==> src/rtl/adder_tree_pkg.sv <==
// Shared types and width helpers for the CSA adder tree and its stream feeder.
package adder_tree_pkg;

    typedef enum logic [1:0] {
        IDLE = 2'd0,
        FILL = 2'd1,
        PAD  = 2'd2
    } feed_state_t;

    // Tag carried alongside a frame through the tree latency
    typedef struct packed {
        logic vld;
        logic is_short;
    } res_tag_t;

    localparam int unsigned RES_TAG_W = $bits(res_tag_t);

    function automatic int unsigned feed_cnt_w(input int unsigned n);
        return $clog2(n + 1);
    endfunction

    // Sum of n words of w bits never exceeds w + clog2(n) bits
    function automatic int unsigned tree_o_data_w(input int unsigned w, input int unsigned n);
        return w + $clog2(n);
    endfunction

endpackage

==> src/rtl/lat_pipe.sv <==
// Generic reset-to-zero shift register; q is d delayed by DEPTH cycles.
module lat_pipe #(
    parameter int unsigned W     = 1,
    parameter int unsigned DEPTH = 1
) (
    input  logic         clk,
    input  logic         rst_n,
    input  logic [W-1:0] d,
    output logic [W-1:0] q
);

    logic [W-1:0] stage [DEPTH];

    always_ff @(posedge clk or negedge rst_n) begin
        if (!rst_n) begin
            for (int unsigned i = 0; i < DEPTH; i++) begin
                stage[i] <= '0;
            end
        end else begin
            stage[0] <= d;
            for (int unsigned i = 1; i < DEPTH; i++) begin
                stage[i] <= stage[i-1];
            end
        end
    end

    assign q = stage[DEPTH-1];

endmodule

==> src/rtl/adder_tree_feeder.sv <==
// Groups a word stream into zero-padded frames for the adder tree and tracks
// the tree latency so the matching result is flagged with res_vld/res_short.
module adder_tree_feeder
    import adder_tree_pkg::*;
#(
    parameter int unsigned I_DATA_W = 3,
    parameter int unsigned I_DATA_N = 4,
    parameter int unsigned TREE_LAT = 2
) (
    input  logic                                   clk,
    input  logic                                   rst_n,
    input  logic                                   s_valid,
    output logic                                   s_ready,
    input  logic [I_DATA_W-1:0]                    s_data,
    input  logic                                   s_last,
    output logic [0:I_DATA_N-1][I_DATA_W-1:0]      t_data,
    output logic                                   t_vld,
    output logic                                   t_short,
    output logic                                   res_vld,
    output logic                                   res_short,
    output logic [15:0]                            frame_cnt
);

    localparam int unsigned CNT_W = feed_cnt_w(I_DATA_N);
    localparam logic [CNT_W-1:0] LAST_IDX = CNT_W'(I_DATA_N - 1);

    feed_state_t                              state_q, state_d;
    logic [CNT_W-1:0]                         cnt_q, cnt_d;
    logic [0:I_DATA_N-1][I_DATA_W-1:0]        buf_q, buf_d;
    logic [0:I_DATA_N-1][I_DATA_W-1:0]        frame;
    logic [0:I_DATA_N-1][I_DATA_W-1:0]        t_data_d;
    logic                                     t_vld_d;
    logic                                     t_short_d;
    logic                                     s_ready_d;
    logic                                     xfer;
    res_tag_t                                 tag_in, tag_out;

    assign xfer = s_valid && s_ready;

    // Closing frame: held words, current word at cnt, zeros above
    always_comb begin
        frame = '0;
        for (int unsigned i = 0; i < I_DATA_N; i++) begin
            if (CNT_W'(i) < cnt_q) begin
                frame[i] = buf_q[i];
            end else if (CNT_W'(i) == cnt_q) begin
                frame[i] = s_data;
            end
        end
    end

    always_comb begin
        state_d   = state_q;
        cnt_d     = cnt_q;
        buf_d     = buf_q;
        t_data_d  = t_data;
        t_vld_d   = 1'b0;
        t_short_d = 1'b0;

        case (state_q)
            IDLE, FILL: begin
                if (xfer) begin
                    if (cnt_q == LAST_IDX) begin
                        t_data_d = frame;
                        t_vld_d  = 1'b1;
                        cnt_d    = '0;
                        buf_d    = '0;
                        state_d  = IDLE;
                    end else if (s_last) begin
                        t_data_d  = frame;
                        t_vld_d   = 1'b1;
                        t_short_d = 1'b1;
                        cnt_d     = '0;
                        state_d   = PAD;
                    end else begin
                        for (int unsigned i = 0; i < I_DATA_N; i++) begin
                            if (cnt_q == CNT_W'(i)) begin
                                buf_d[i] = s_data;
                            end
                        end
                        cnt_d   = cnt_q + CNT_W'(1);
                        state_d = FILL;
                    end
                end
            end
            PAD: begin
                buf_d   = '0;
                state_d = IDLE;
            end
            default: begin
                cnt_d   = '0;
                buf_d   = '0;
                state_d = IDLE;
            end
        endcase

        s_ready_d = (state_d != PAD);
    end

    always_ff @(posedge clk or negedge rst_n) begin
        if (!rst_n) begin
            state_q   <= IDLE;
            cnt_q     <= '0;
            buf_q     <= '0;
            t_data    <= '0;
            t_vld     <= 1'b0;
            t_short   <= 1'b0;
            s_ready   <= 1'b0;
            frame_cnt <= 16'd0;
        end else begin
            state_q <= state_d;
            cnt_q   <= cnt_d;
            buf_q   <= buf_d;
            t_data  <= t_data_d;
            t_vld   <= t_vld_d;
            t_short <= t_short_d;
            s_ready <= s_ready_d;
            if (t_vld_d) begin
                frame_cnt <= frame_cnt + 16'd1;
            end
        end
    end

    // Frame tag follows t_data through the tree's pipeline depth
    assign tag_in = '{vld: t_vld, is_short: t_short};

    lat_pipe #(
        .W     (RES_TAG_W),
        .DEPTH (TREE_LAT)
    ) u_lat_pipe (
        .clk   (clk),
        .rst_n (rst_n),
        .d     (tag_in),
        .q     (tag_out)
    );

    assign res_vld   = tag_out.vld;
    assign res_short = tag_out.is_short;

endmodule

==> config.mk <==
export PLATFORM = sky130hd
export DESIGN_NAME = adder_tree_feeder
export DESIGN_NICKNAME = d
export VERILOG_FILES = /design/src/rtl/adder_tree_pkg.sv /design/src/rtl/lat_pipe.sv /design/src/rtl/adder_tree_feeder.sv
export SDC_FILE = /design/constraint.sdc
export NUM_CORES = 1
export LEC_CHECK = 0
export BUFFER_PORTS_ARGS = -buffer_cell sky130_fd_sc_hd__clkbuf_2
export CAP_MARGIN = 15
export CORE_ASPECT_RATIO = 0.5
export CORE_MARGIN = 3
export CORE_UTILIZATION = 50
export DETAILED_ROUTE_END_ITERATION = 12
export GPL_TIMING_DRIVEN = 1
export PLACE_DENSITY = 0.73
export SYNTH_ARGS = -nofsm -noshare
export SYNTH_HDL_FRONTEND = slang
export SYNTH_HIERARCHICAL = 1
export SYNTH_SLANG_ARGS = --single-unit
==> constraint.sdc <==
create_clock -name clk -period 3.39 [get_ports clk]
set_clock_uncertainty 0.2 [all_clocks]
set_input_delay 0.5085 -clock clk [delete_from_list [all_inputs] [get_ports clk]]
set_output_delay 0.5085 -clock clk [all_outputs]
set_load 0.05 [all_outputs]
# [After elaboration in Yosys (flattened, before gate mapping)]
# Index checks and enable logic that the tools add are counted.
[classes] add_sub_neg=2 multipliers=0 n_div=0 magnitude_cmp=4 n_eq_ne=15 shifts=0 mux=32 bitwise_logic=1 n_reduce_logical=11
[ops] cell="$mux W12" n=6
[ops] cell="$mux W3" n=14
[ops] cell="$add A16 B1 Y16 const B" n=1
[ops] cell="$ne A3 B3 Y1 const B" n=4
[ops] cell="$reduce_and A3 Y1" n=4
[ops] cell="$mux W2" n=4
[ops] cell="$mux W1" n=7
[ops] cell="$eq A2 B3 Y1 const A" n=2
[ops] cell="$eq A3 B2 Y1 const B" n=2
[ops] cell="$lt A1 B3 Y1 const A" n=2
[ops] cell="$lt A2 B3 Y1 const A" n=2
[ops] cell="$ne A2 B2 Y1 const B" n=3
[ops] cell="$pmux W3 S2" n=1
[ops] cell="$reduce_and A2 Y1" n=2
[ops] cell="$add A3 B1 Y3 const B" n=1
[ops] cell="$eq A1 B3 Y1 const A" n=1
[ops] cell="$eq A3 B1 Y1 const B" n=1
[ops] cell="$logic_not A3 Y1" n=1
[ops] cell="$eq A2 B1 Y1 const B" n=1
[ops] cell="$eq A2 B2 Y1 const B" n=1
[ops] cell="$logic_not A2 Y1" n=1
[ops] cell="$reduce_bool A2 Y1" n=1
[ops] cell="$reduce_or A2 Y1" n=1
[ops] cell="$logic_and A1 B1 Y1" n=1
[ops] cell="$not A1 Y1" n=1
[totals] reg_bits=52 latchBits=0 mem_bits_rw=0 romBits=0 output_inout_bits=33 elab_cells=81 mem_count=0

# [Logic depth before layout (Yosys ltp)]
# Gate-level depths: netlist of the first run.
[depth] depth_word=6 ltp_mapped=6 depth_no_buf=6

# [Modules after synthesis]
# The synthesis of the first run kept the hierarchy.
[modules_own_cells] module="adder_tree_feeder" instances=1 cells_per_inst=187 area_per_inst_um2=2033.2
[modules_own_cells] module="lat_pipe" instances=1 cells_per_inst=6 area_per_inst_um2=115.1

# [Worst setup path before layout of the first run]
# No wires, ideal clock.
[synth_timing] kind="reg2reg" startpoint="register s_ready" endpoint="register frame_cnt[8]" setup_time_ps=82 arrival_time_ps=1564 required_ps=3108 setup_slack_ps=1543 stages_incl_launch_ff=6 period_less_slack_ps=1847 path_cell_list="dfrtp_1 and3b_2 o21ai_2 buf_6 nor4_4 xor2_1"
[synth_between] elab_chain_len=3
[synth_lines] item="from (decl)" line="adder_tree_feeder.sv:13" source="output logic s_ready,"
[synth_lines] item="from (signal assigned)" line="adder_tree_feeder.sv:117" source="s_ready <= s_ready_d;"
[synth_lines] item="$logic_and A1 B1 Y1" line="adder_tree_feeder.sv:38" source="assign xfer = s_valid && s_ready;"
[synth_lines] item="$mux W1" line="adder_tree_feeder.sv:62" source="if (xfer) begin"
[synth_lines] item="$mux W1" line="adder_tree_feeder.sv:60" source="case (state_q)"
[synth_lines] item="to (signal assigned)" line="adder_tree_feeder.sv:119" source="frame_cnt <= frame_cnt + 16'd1;"
[synth_lines] item="to (decl)" line="adder_tree_feeder.sv:21" source="output logic [15:0] frame_cnt"
# No other way between the ends.
# A chain may end at the register's enable or synchronous reset.

# [Worst setup path after layout of the first run]
[layout_timing] startpoint="register cnt_q[1]" endpoint="register frame_cnt[3]"
[layout_between] elab_chain_len=4
[layout_lines] item="from (decl)" line="adder_tree_feeder.sv:28" source="logic [CNT_W-1:0] cnt_q, cnt_d;"
[layout_lines] item="from (signal assigned)" line="adder_tree_feeder.sv:112" source="cnt_q <= cnt_d;"
[layout_lines] item="$eq A3 B2 Y1" line="adder_tree_feeder.sv:63" source="if (cnt_q == LAST_IDX) begin"
[layout_lines] item="$mux W1" line="adder_tree_feeder.sv:63"
[layout_lines] item="$mux W1" line="adder_tree_feeder.sv:62"
[layout_lines] item="$mux W1" line="adder_tree_feeder.sv:60"
[layout_lines] item="via t_vld_d" line="adder_tree_feeder.sv:32" source="logic t_vld_d;"
# The timed path passes the listed nets, and every way through them passes these cells.

==> summary.md, run 1 <==
| Metric | Value |
|---|---|
| PwrDens | 708 nW/um2 |
| Hold buffers post-CTS | 0 |
| FP Rows | 16 |
| Total GRT Usage | 18.0% |
| First-pass detailed-route iteration total | 4 |
| Number of synthesized flops with an enable pin | 0 |
| RSZ-0062 raised after global routing | no |
| Pin count of the biggest net entering global routing | 33 |
| Vias in the first global route | 1490 |
| Post-placement cell area | around 2400 um2 |
| Filler cell count | 352 |
| Post-Syn Nets | 204 |
| Clock Latency Late Sink | 0.30 ns |
| H-tree lvl count | 2 |
| Flops & latches, synth | 49 |
| Proportion of layout cells with a drive suffix above 1 | between 20 and 25% |
| Syn Inst Count | about 190 |
| Max-slew violations | 0 |
| Synth Warn # | 6 |
| Crit path capture type | register |
| CTS tree | built |
| Most frequent cells in the layout | dfrtp_1 (49), clkbuf_2 (39), nand2_1 (19) |
| Max Fclk | ~550 MHz |
| Fin util | between 60% and 70% |
| First-pass GRT wire length | 7150 um |
| Grt total ovfl | 0 |
| CP startpoint kind | register |
| Design Power | 0.00176 W |
| Worst Tran Pin Value | 0.776 ns |
| Clock slew at reported path FFs | 0.09 ns |
| Clock power share | a little over a fifth |
| DIE WIDTH | 98.7 um |
| Post-Syn Area | 2150 um2 |
| Setup CP Type | reg2reg |
| FFs w/ async S/R, synth | 100% |
| Avg Cell Area, Syn | 11.1 um2 |
| # Post-CTS Setup Buffers | 0 |
| P_int | between 0.001 and 0.0015 W |
| Worst Path Arrival | 1.86 ns |
| Initial antenna violation count | 0 |
| Num CTS Buffers | 5 |
| Cell taking the most area after synthesis | dfrtp_1 |
| Max-slew headroom | 48.2% |
| Logic pwr share | 34.2% |
| Synth area leaders | dfrtp_1 (57%), a22o_1 (4.9%), o21ai_0 (3.5%) |
| # DRC | 0 |
| Starting Density | between 50% and 60% |
| HP Class | in2async |
| DIE HEIGHT | 52.4 um |
| Core Region | 4020 um2 |
| Final TNS setup | 0 ns |
| Nets@finish | around 250 |
| Routed len/inst | 14.0 um |
| Max-Cap Viols | 0 |
| # diodes | 0 |
| Crit share post-route | ~54% |
| P_sw | around 0.00073 W |
| Setup Viol. Count Final | 0 |
| Input/output buffers | 39 |
| Post-synth top area share | 57.1% |
| Status | finished clean |
| Drt first-iter violations | 90 |
| Clk sinks | 49 |
| Yosys cell types | 30 |
| Final Hold Viols | 0 |
| Clock Tree Buf Depth | 2 |
| Reg power frac | between 40% and 50% |
| Sw Ratio | 41.4% |
| DR vias | 1564 |
| Drt total wl | about 4100 um |
| PostCTS Resize Cnt | 0 |
| Multi-input gate area | 841 um2 |
| Clk root buf | clkbuf_8 |
| Most common cell after layout, fill and taps aside | dfrtp_1 |
| Die Area | 5170 um2 |
| Via density | 5.37 |
| Detailed Place HPWL | between 2000 and 3000 um |
| IO Count | 40 |
| Worst hold slack | 0.0674 ns |
| Sequential cell area | about 1200 um2 |
| VDD IR-drop max | 0.000276 V |
| Final instance area | 2490 um2 |
| Required time of the critical path | 3.42 ns |
| Post-synthesis to final-layout area growth | 16.0% |
| Crit path max fanout | 29 |
| Final ANT Viol Nets | 0 |
| Final Critical Period | 1.83 ns |
| Ys flop type | dfrtp_1 |
| Leak pwr | approximately 1.2 nW |
| Routability-driven placement congestion ratio | 0.849 |
| Seq/Total Area, Yosys | between 50 and 60% |
logic make-up after synthesis:
family	share of synthesized area, %
simple gates	16.2
flops	57.1
compound gates	14.4
buf+inv	3.79
xor+xnor	6.12
fa+ha+maj	2.33
stage by stage:
stage / cells / setup slack [ns]
2_1_floorplan: 193 / 1.54
3_3_place_gp: 283 / 1.54
3_5_place_dp: 283 / 1.46
4_1_cts: 291 / 1.54
5_1_grt: 291 / 1.40
6_report: 291 / 1.56
power by group through the flow:
stage | Sequential [W] | Clock (W) | Combinational [W]
after CTS | 0.000791 | 0.000381 | 0.000607
after global placement | 0.000797 | 0 | 0.000601
after global routing | 0.000811 | 0.000403 | 0.000655
final | 0.000789 | 0.000371 | 0.000603
after floorplan | 0.00104 | 0 | 0.000215
after detailed placement | 0.000802 | 0 | 0.000607
flip-flops by register name, summed over array words and instances, names as in the netlist:
register,count
t_short,1
t_vld,1
t_data,12
cnt_q,3
state_q,2
u_lat_pipe/stage,2
s_ready,1
buf_q,9
frame_cnt,16
u_lat_pipe/q,2
worst max-delay path, stage by stage (launching register included):
cell and delay, ns:
dfrtp_1 0.47, and3b_2 0.29, o21ai_2 0.11, buf_4 0.29, inv_1 0.14, nand4_1 0.13, xnor2_1 0.13
Yosys cell counts, types with 2 or more instances:
| library cell | n |
|---|---|
| dfrtp_1 | 49 |
| nand2_1 | 19 |
| o21ai_0 | 15 |
| a22o_1 | 12 |
| inv_1 | 12 |
| nor3_1 | 10 |
| xnor2_1 | 8 |
| nor2_1 | 7 |
| xor2_1 | 7 |
| a31oi_1 | 6 |
| nand3_1 | 6 |
| nor2b_1 | 6 |
| a21oi_1 | 5 |
| ha_1 | 4 |
| a22oi_1 | 3 |
| nand4_1 | 3 |
| or2_2 | 3 |
| and3_1 | 2 |
| and3b_2 | 2 |
| buf_2 | 2 |
| buf_4 | 2 |
| nand3b_1 | 2 |
worst paths after layout:
path                                     start              end  slack (ns)  cells past startpoint
setup / recovery                      cnt_q[1]     frame_cnt[3]        1.56                      6
hold / removal                           rst_n        t_data[5]        0.07                      1
setup reg to reg                      cnt_q[1]     frame_cnt[3]        1.56                      6
hold reg to reg            u_lat_pipe/stage[2]  u_lat_pipe/q[0]        0.15                      0
max in group asynchronous                rst_n     frame_cnt[6]        2.19                      2
min in group clk           u_lat_pipe/stage[2]  u_lat_pipe/q[0]        0.15                      0
final cells by class:
| class | instances | share of cell area [%] |
|---|---|---|
| Multi-Input combinational cell | 127 | 33.8 |
| Inverter | 12 | 1.81 |
| Sequential cell | 49 | 49.2 |
| Tap cell | 54 | 2.71 |
| Clock buffer | 7 | 3.87 |
| Timing Repair Buffer | 41 | 8.44 |
| Clock inverter | 1 | 0.201 |
metal layers:
metal / vias up / wire, um / global-route usage, %
met5: - / 0 / 0
met4: 0 / 57 / 6.80
met3: 6 / 213 / 5.31
met2: 37 / 1750 / 27.4
met1: 760 / 2050 / 24.7
li1: 761 / - / -
Note: power is estimated with default switching activity, not from simulation.
==> run 2, diff against run 1 <==
- clock period: 3.39 -> 1.76 ns (I/O delays scaled with it)
==> run 2 against run 1 <==
Net effect:
- total power is 100% higher
- first-iteration DRC count is 17% higher
- largest cell class unchanged
- sequential power is 91% higher
- combinational power is 110% higher
- critical endpoint is now frame_cnt[6]
- maximum frequency is 7.4% higher
- worst setup slack worse by 1.5 ns
- via count is 3.9% higher
==> summary.md, run 2 (same netlist as run 1, synthesis figures left out) <==
| Metric | Value |
|---|---|
| CTS tree | built |
| Detailed Place HPWL | 3270 um (+9.9%) |
| Max reg flops | 16 (unchanged) |
| Grt total ovfl | 0 (unchanged) |
| VDD IR-drop max | 0.000526 V (+91%) |
| IO Count | 40 (unchanged) |
| Crit share post-route | 96.7% (+43 points) |
| CP cell instances | and3b_2 > o21ai_4 > buf_4 > nor3_1 > xor2_1 |
| Max-slew headroom | 71.1% (+23 points) |
| Total GRT Usage | 19.4% (+1.4 points) |
| Crit path max fanout | 5 (-83%) |
| Setup WS pre-CTS | 0.0889 ns (-1.37 ns) |
| Clock Latency Late Sink | 0.30 ns (about the same) |
| RSZ-0062 raised after global routing | no |
| Clk sinks | 49 (unchanged) |
| Fin util | 65.4% (+3.5 points) |
| Post-placement cell area | 2470 um2 (+3.4%) |
| Status | finished clean |
| Routed len/inst | 15.1 um (+8.1%) |
| Final Hold Viols | 0 (unchanged) |
| Setup Viol. Count Final | 0 (unchanged) |
| Via density | 5.42 (+0.78%) |
| Slowest cell on the critical path | dfrtp_1 |
| Setup CP Type | reg2reg |
| Final ANT Viol Nets | 0 (unchanged) |
| Input/output buffers | 39 (unchanged) |
| # Post-CTS Setup Buffers | 0 (unchanged) |
| HP Class | in2reg |
| # DRC | 0 (unchanged) |
| CP startpoint kind | register |
| Final instance area | 2630 um2 (+5.6%) |
| # diodes | 0 (unchanged) |
| Proportion of layout cells with a drive suffix above 1 | 31.3% (+6.8 points) |
| Core Region | 4020 um2 (unchanged) |
| Initial antenna violation count | 0 (unchanged) |
| First-pass GRT wire length | 7780 um (+8.8%) |
| Reg with most FFs | frame_cnt |
| Required time of the critical path | 1.78 ns (-1.64 ns) |
| Filler cell count | 330 (-6.3%) |
| Most common cell after layout, fill and taps aside | dfrtp_1 |
| Worst Tran Pin Value | 0.433 ns (-0.344 ns) |
| Leak pwr | 1.29 nW (+3.8%) |
| Max-Cap Viols | 0 (unchanged) |
| DIE WIDTH | 98.7 um (unchanged) |
| DIE HEIGHT | 52.4 um (unchanged) |
| Clock Tree Buf Depth | 2 (unchanged) |
| Pin count of the biggest net entering global routing | 25 (-24%) |
| Routability-driven placement congestion ratio | 0.880 (+3.7%) |
| Crit path capture type | register |
| Largest regs | frame_cnt x16, t_data x12, buf_q x9 |
| Drt first-iter violations | 105 (+17%) |
| Worst Path Arrival | 1.72 ns (-0.14 ns) |
| DR vias | 1625 (+3.9%) |
| Drt total wl | 4540 um (+11%) |
| Starting Density | 53.4% (unchanged) |
| Worst hold slack | 0.112 ns (+0.0449 ns) |
| H-tree lvl count | 2 (unchanged) |
| Die Area | 5170 um2 (unchanged) |
| Max Fclk | 588 MHz (+7.4%) |
| First-pass detailed-route iteration total | 4 (unchanged) |
| Most frequent cells in the layout | dfrtp_1 (42), clkbuf_2 (39), nand2_1 (19) |
| Post-synthesis to final-layout area growth | 22.5% |
| Final Critical Period | 1.70 ns (-0.126 ns) |
| PwrDens | 1370 nW/um2 (+94%) |
| Vias in the first global route | 1590 (+6.7%) |
| FP Rows | 16 (unchanged) |
| Final TNS setup | 0 ns (unchanged) |
| Max-slew violations | 0 (unchanged) |
| Num CTS Buffers | 5 (unchanged) |
| Nets@finish | 256 (+3.6%) |
| Clock slew at reported path FFs | 0.09 ns (about the same) |
| Clk root buf | clkbuf_8 |
| PnR worst setup slack | 0.0588 ns (-1.50 ns) |
| Crit-path max cell delay | 0.38 ns (-0.09 ns) |
## run 2: cell types whose count changed in the layout (fill, tap and decap cells not counted), moves of 3 or more
cell,before,now
nor2_1,7,4
dfrtp_2,0,7
buf_4,2,8
nor2_2,0,3
dfrtp_1,49,42
## run 2: report_power, final
group	total (W)	switching, W	leakage (nW)	internal [W]
Clock	0.000832	0.000368	0.0585	0.000464
Sequential	0.00151	0.000163	0.624	0.00134
Combinational	0.00127	0.000912	0.606	0.000361
Total	0.00361	0.00144	1.29	0.00217
## run 2: per-stage QoR
step,instances,power (W)
after floorplan,193,0.00242
after global placement,291,0.00274
after detailed placement,291,0.00278
after CTS,300,0.00362
after global routing,300,0.00381
final,300,0.00361
## run 2: critical path, delay by kind of cell (launching register included)
kind                      cells  cell delay [ns]
and+or+nand+nor               2             0.58
xor gates and xnor gates      1             0.19
DFF                           1             0.38
buffers and inverters         1             0.17
AOI/OAI and AO/OA             1             0.11
## run 2: area by class of cell
class | count | area (um2) | area share [%]
Tap cell | 54 | 67.6 | 2.57
Timing Repair Buffer | 50 | 297 | 11.3
Inverter | 12 | 45.0 | 1.71
Sequential cell | 49 | 1230 | 46.9
Clock inverter | 1 | 30.0 | 1.14
Multi-Input combinational cell | 127 | 871 | 33.1
Clock buffer | 7 | 86.3 | 3.28
## run 2: worst paths after layout
path | slack, ns | endpoint | cells past startpoint | from
setup / recovery | 0.06 | frame_cnt[6] | 5 | state_q[1]
hold / removal | 0.11 | buf_q[8] | 2 | s_data[2]
setup reg to reg | 0.06 | frame_cnt[6] | 5 | state_q[1]
hold reg to reg | 0.16 | u_lat_pipe/q[0] | 0 | u_lat_pipe/stage[2]
max in group asynchronous | 0.61 | frame_cnt[6] | 3 | rst_n
min in group asynchronous | 0.22 | t_data[8] | 2 | rst_n
## run 2: per-layer routing
| layer | vias to the layer above | share of wire, % | GRT usage [%] |
|---|---|---|---|
| li1 | 780 | - | - |
| met1 | 810 | 46 | 25.2 |
| met2 | 28 | 49 | 32.2 |
| met3 | 7 | 3.9 | 4.91 |
| met4 | 0 | 1.6 | 6.80 |
| met5 | - | 0 | 0 |
## run 2: timing repair
action                                 in CTS  in global routing
gates resized for setup                     0                  9
setup endpoints to repair                   0                 19
endpoints found under the hold margin      15                  0
hold buffers                                1                  0
==> run 3, diff against run 2 <==
- CORE_UTILIZATION: 50 -> 43
- PLACE_DENSITY: 0.73 -> 0.64
- SETUP_SLACK_MARGIN: default -> 0.15
==> run 3 against run 2 <==
Net effect:
- global-route usage decreased by 2.2 points
- maximum frequency increased by 3.0%
- sequential power hardly changed
- core utilization decreased by 5.2 points
- largest cell class unchanged
- largest power group unchanged
- critical path depth shrank 1
- combinational power increased by 5%
- first-iteration DRC count down 49%
- count of clock-buffer cells in the layout unchanged
==> summary.md, run 3 (same netlist as run 1, synthesis figures left out) <==
| Metric | Value |
|---|---|
| Crit path capture type | register |
| DIE WIDTH | 106 um (+7.4%) |
| CP cell instances | and3b_2 > o2111ai_4 > nor3_2 > xnor2_1 |
| IO Count | 40 (unchanged) |
| Max-Cap Viols | 0 (unchanged) |
| Crit-path max cell delay | 0.39 ns (about the same) |
| Proportion of layout cells with a drive suffix above 1 | 41.4% (+10 points) |
| Final Critical Period | 1.65 ns (-0.0494 ns) |
| Fin util | 60.2% (-5.2 points) |
| Most common cell after layout, fill and taps aside | clkbuf_2 |
| Num CTS Buffers | 5 (unchanged) |
| Initial antenna violation count | 0 (unchanged) |
| Worst Tran Pin Value | 0.401 ns (-0.0319 ns) |
| Max-slew violations | 0 (unchanged) |
| Starting Density | 46.8% (-6.6 points) |
| Routed len/inst | 14.6 um (-3.7%) |
| Setup Viol. Count Final | 0 (unchanged) |
| DR vias | 1656 (+1.9%) |
| Core Region | 4590 um2 (+14%) |
| Status | finished clean |
| Detailed Place HPWL | 3140 um (-3.9%) |
| # diodes | 0 (unchanged) |
| Vias in the first global route | 1618 (+1.8%) |
| First-pass GRT wire length | 8090 um (+4.0%) |
| Filler cell count | 397 (+20%) |
| Final TNS setup | 0 ns (unchanged) |
| Max reg flops | 16 (unchanged) |
| Required time of the critical path | 1.78 ns (about the same) |
| Clk sinks | 49 (unchanged) |
| Pin count of the biggest net entering global routing | 50 (+100%) |
| Post-synthesis to final-layout area growth | 28.8% |
| Largest regs | frame_cnt x16, t_data x12, buf_q x9 |
| DIE HEIGHT | 56.0 um (+6.9%) |
| VDD IR-drop max | 0.000526 V (about the same) |
| Die Area | 5930 um2 (+15%) |
| Grt total ovfl | 0 (unchanged) |
| Clk root buf | clkbuf_8 |
| CTS tree | built |
| # DRC | 0 (unchanged) |
| Design Power | 0.00368 W (+2.1%) |
| HP Class | in2reg |
| Input/output buffers | 39 (unchanged) |
| Clock Tree Buf Depth | 2 (unchanged) |
| Crit share post-route | 93.9% (-2.8 points) |
| Via density | 5.22 (-3.6%) |
| CP Buf/Inv Count | 0 (-1) |
| Max Fclk | 605 MHz (+3.0%) |
| RSZ-0062 raised after global routing | yes |
| Leak pwr | 1.33 nW (+3.2%) |
| Cell family with most CP delay | simple AND/OR/NAND/NOR gates |
| Reg with most FFs | frame_cnt |
| Most frequent cells in the layout | clkbuf_2 (39), dfrtp_1 (35), nand2_1 (18) |
| PwrDens | 1330 nW/um2 (-3.0%) |
| First-pass detailed-route iteration total | 4 (unchanged) |
| Nets@finish | 261 (+2.0%) |
| Final Hold Viols | 0 (unchanged) |
| Clock slew at reported path FFs | 0.09 ns (about the same) |
| Routability-driven placement congestion ratio | 0.818 (-7.1%) |
| Setup CP Type | reg2reg |
| Drt first-iter violations | 54 (-49%) |
| Crit path max fanout | 7 (+2) |
| FP Rows | 17 (+1) |
| CP startpoint kind | register |
| H-tree lvl count | 2 (unchanged) |
| Drt total wl | 4620 um (+1.7%) |
| Slowest cell on the critical path | dfrtp_1 |
| Worst Path Arrival | 1.67 ns (-0.05 ns) |
| Final ANT Viol Nets | 0 (unchanged) |
| Total GRT Usage | 17.2% (-2.2 points) |
| Max-slew headroom | 73.3% (+2.1 points) |
| Clock Latency Late Sink | 0.30 ns (about the same) |
## run 3: cell types whose count changed in the layout (fill, tap and decap cells not counted), moves of 2 or more
cell     previous run  this run
buf_4               8        13
nor3_2              0         8
nor2_2              3         1
nor3_1             10         1
inv_2               0         3
inv_1              12         9
dfrtp_2             7        14
dfrtp_1            42        35
## run 3: metrics by stage
stage | hold slack [ns] | instance area [um2] | worst slack, ns | instances
after floorplan | -0.232 | 2190 | 0.113 | 193
after global placement | 0.0719 | 2520 | 0.143 | 304
after detailed placement | 0.0848 | 2520 | 0.0656 | 304
after CTS | 0.0959 | 2690 | 0.115 | 314
after global routing | 0.0974 | 2770 | 0.0306 | 317
final | 0.108 | 2770 | 0.108 | 317
## run 3: area by class of cell
type / count / area, um2 / share of cell area (%)
Clock inverter: 1 / 30.0 / 1.08
Timing Repair Buffer: 55 / 334 / 12.1
Inverter: 12 / 45.0 / 1.63
Tap cell: 66 / 82.6 / 2.98
Sequential cell: 49 / 1240 / 44.9
Multi-Input combinational cell: 127 / 946 / 34.2
Clock buffer: 7 / 86.3 / 3.12
## run 3: timing repair
action / CTS / global route
gates resized for setup: 8 / 16
buffers inserted: 1 / 3
pin swaps: 1 / 4
endpoints found under the hold margin: 49 / 0
setup endpoints to repair: 24 / 37
hold buffers: 1 / 0
gates cloned: 0 / 0
## run 3: worst paths after layout
kind                                          start               to  slack [ns]  cells past startpoint
worst max-delay path                     state_q[1]    frame_cnt[14]        0.11                      4
worst min-delay path                      s_data[0]         buf_q[6]        0.11                      2
worst max register to register           state_q[1]    frame_cnt[14]        0.11                      4
worst min register to register  u_lat_pipe/stage[2]  u_lat_pipe/q[0]        0.16                      0
max in group asynchronous                     rst_n    frame_cnt[11]        0.82                      3
min in group asynchronous                     rst_n        t_data[8]        0.28                      3
## run 3: report_power, final
part / internal, W / leakage, nW / switching, W
registers: 0.00135 / 0.616 / 0.000175
clock network: 0.000464 / 0.0585 / 0.000366
logic: 0.000393 / 0.656 / 0.000940
total: 0.00220 / 1.33 / 0.00148
## run 3: layer usage
metal	global-route usage, %	routed length [um]
met2	27.1	2230
met4	5.54	43
met5	0	0
met1	23.5	2120
met3	4.17	220
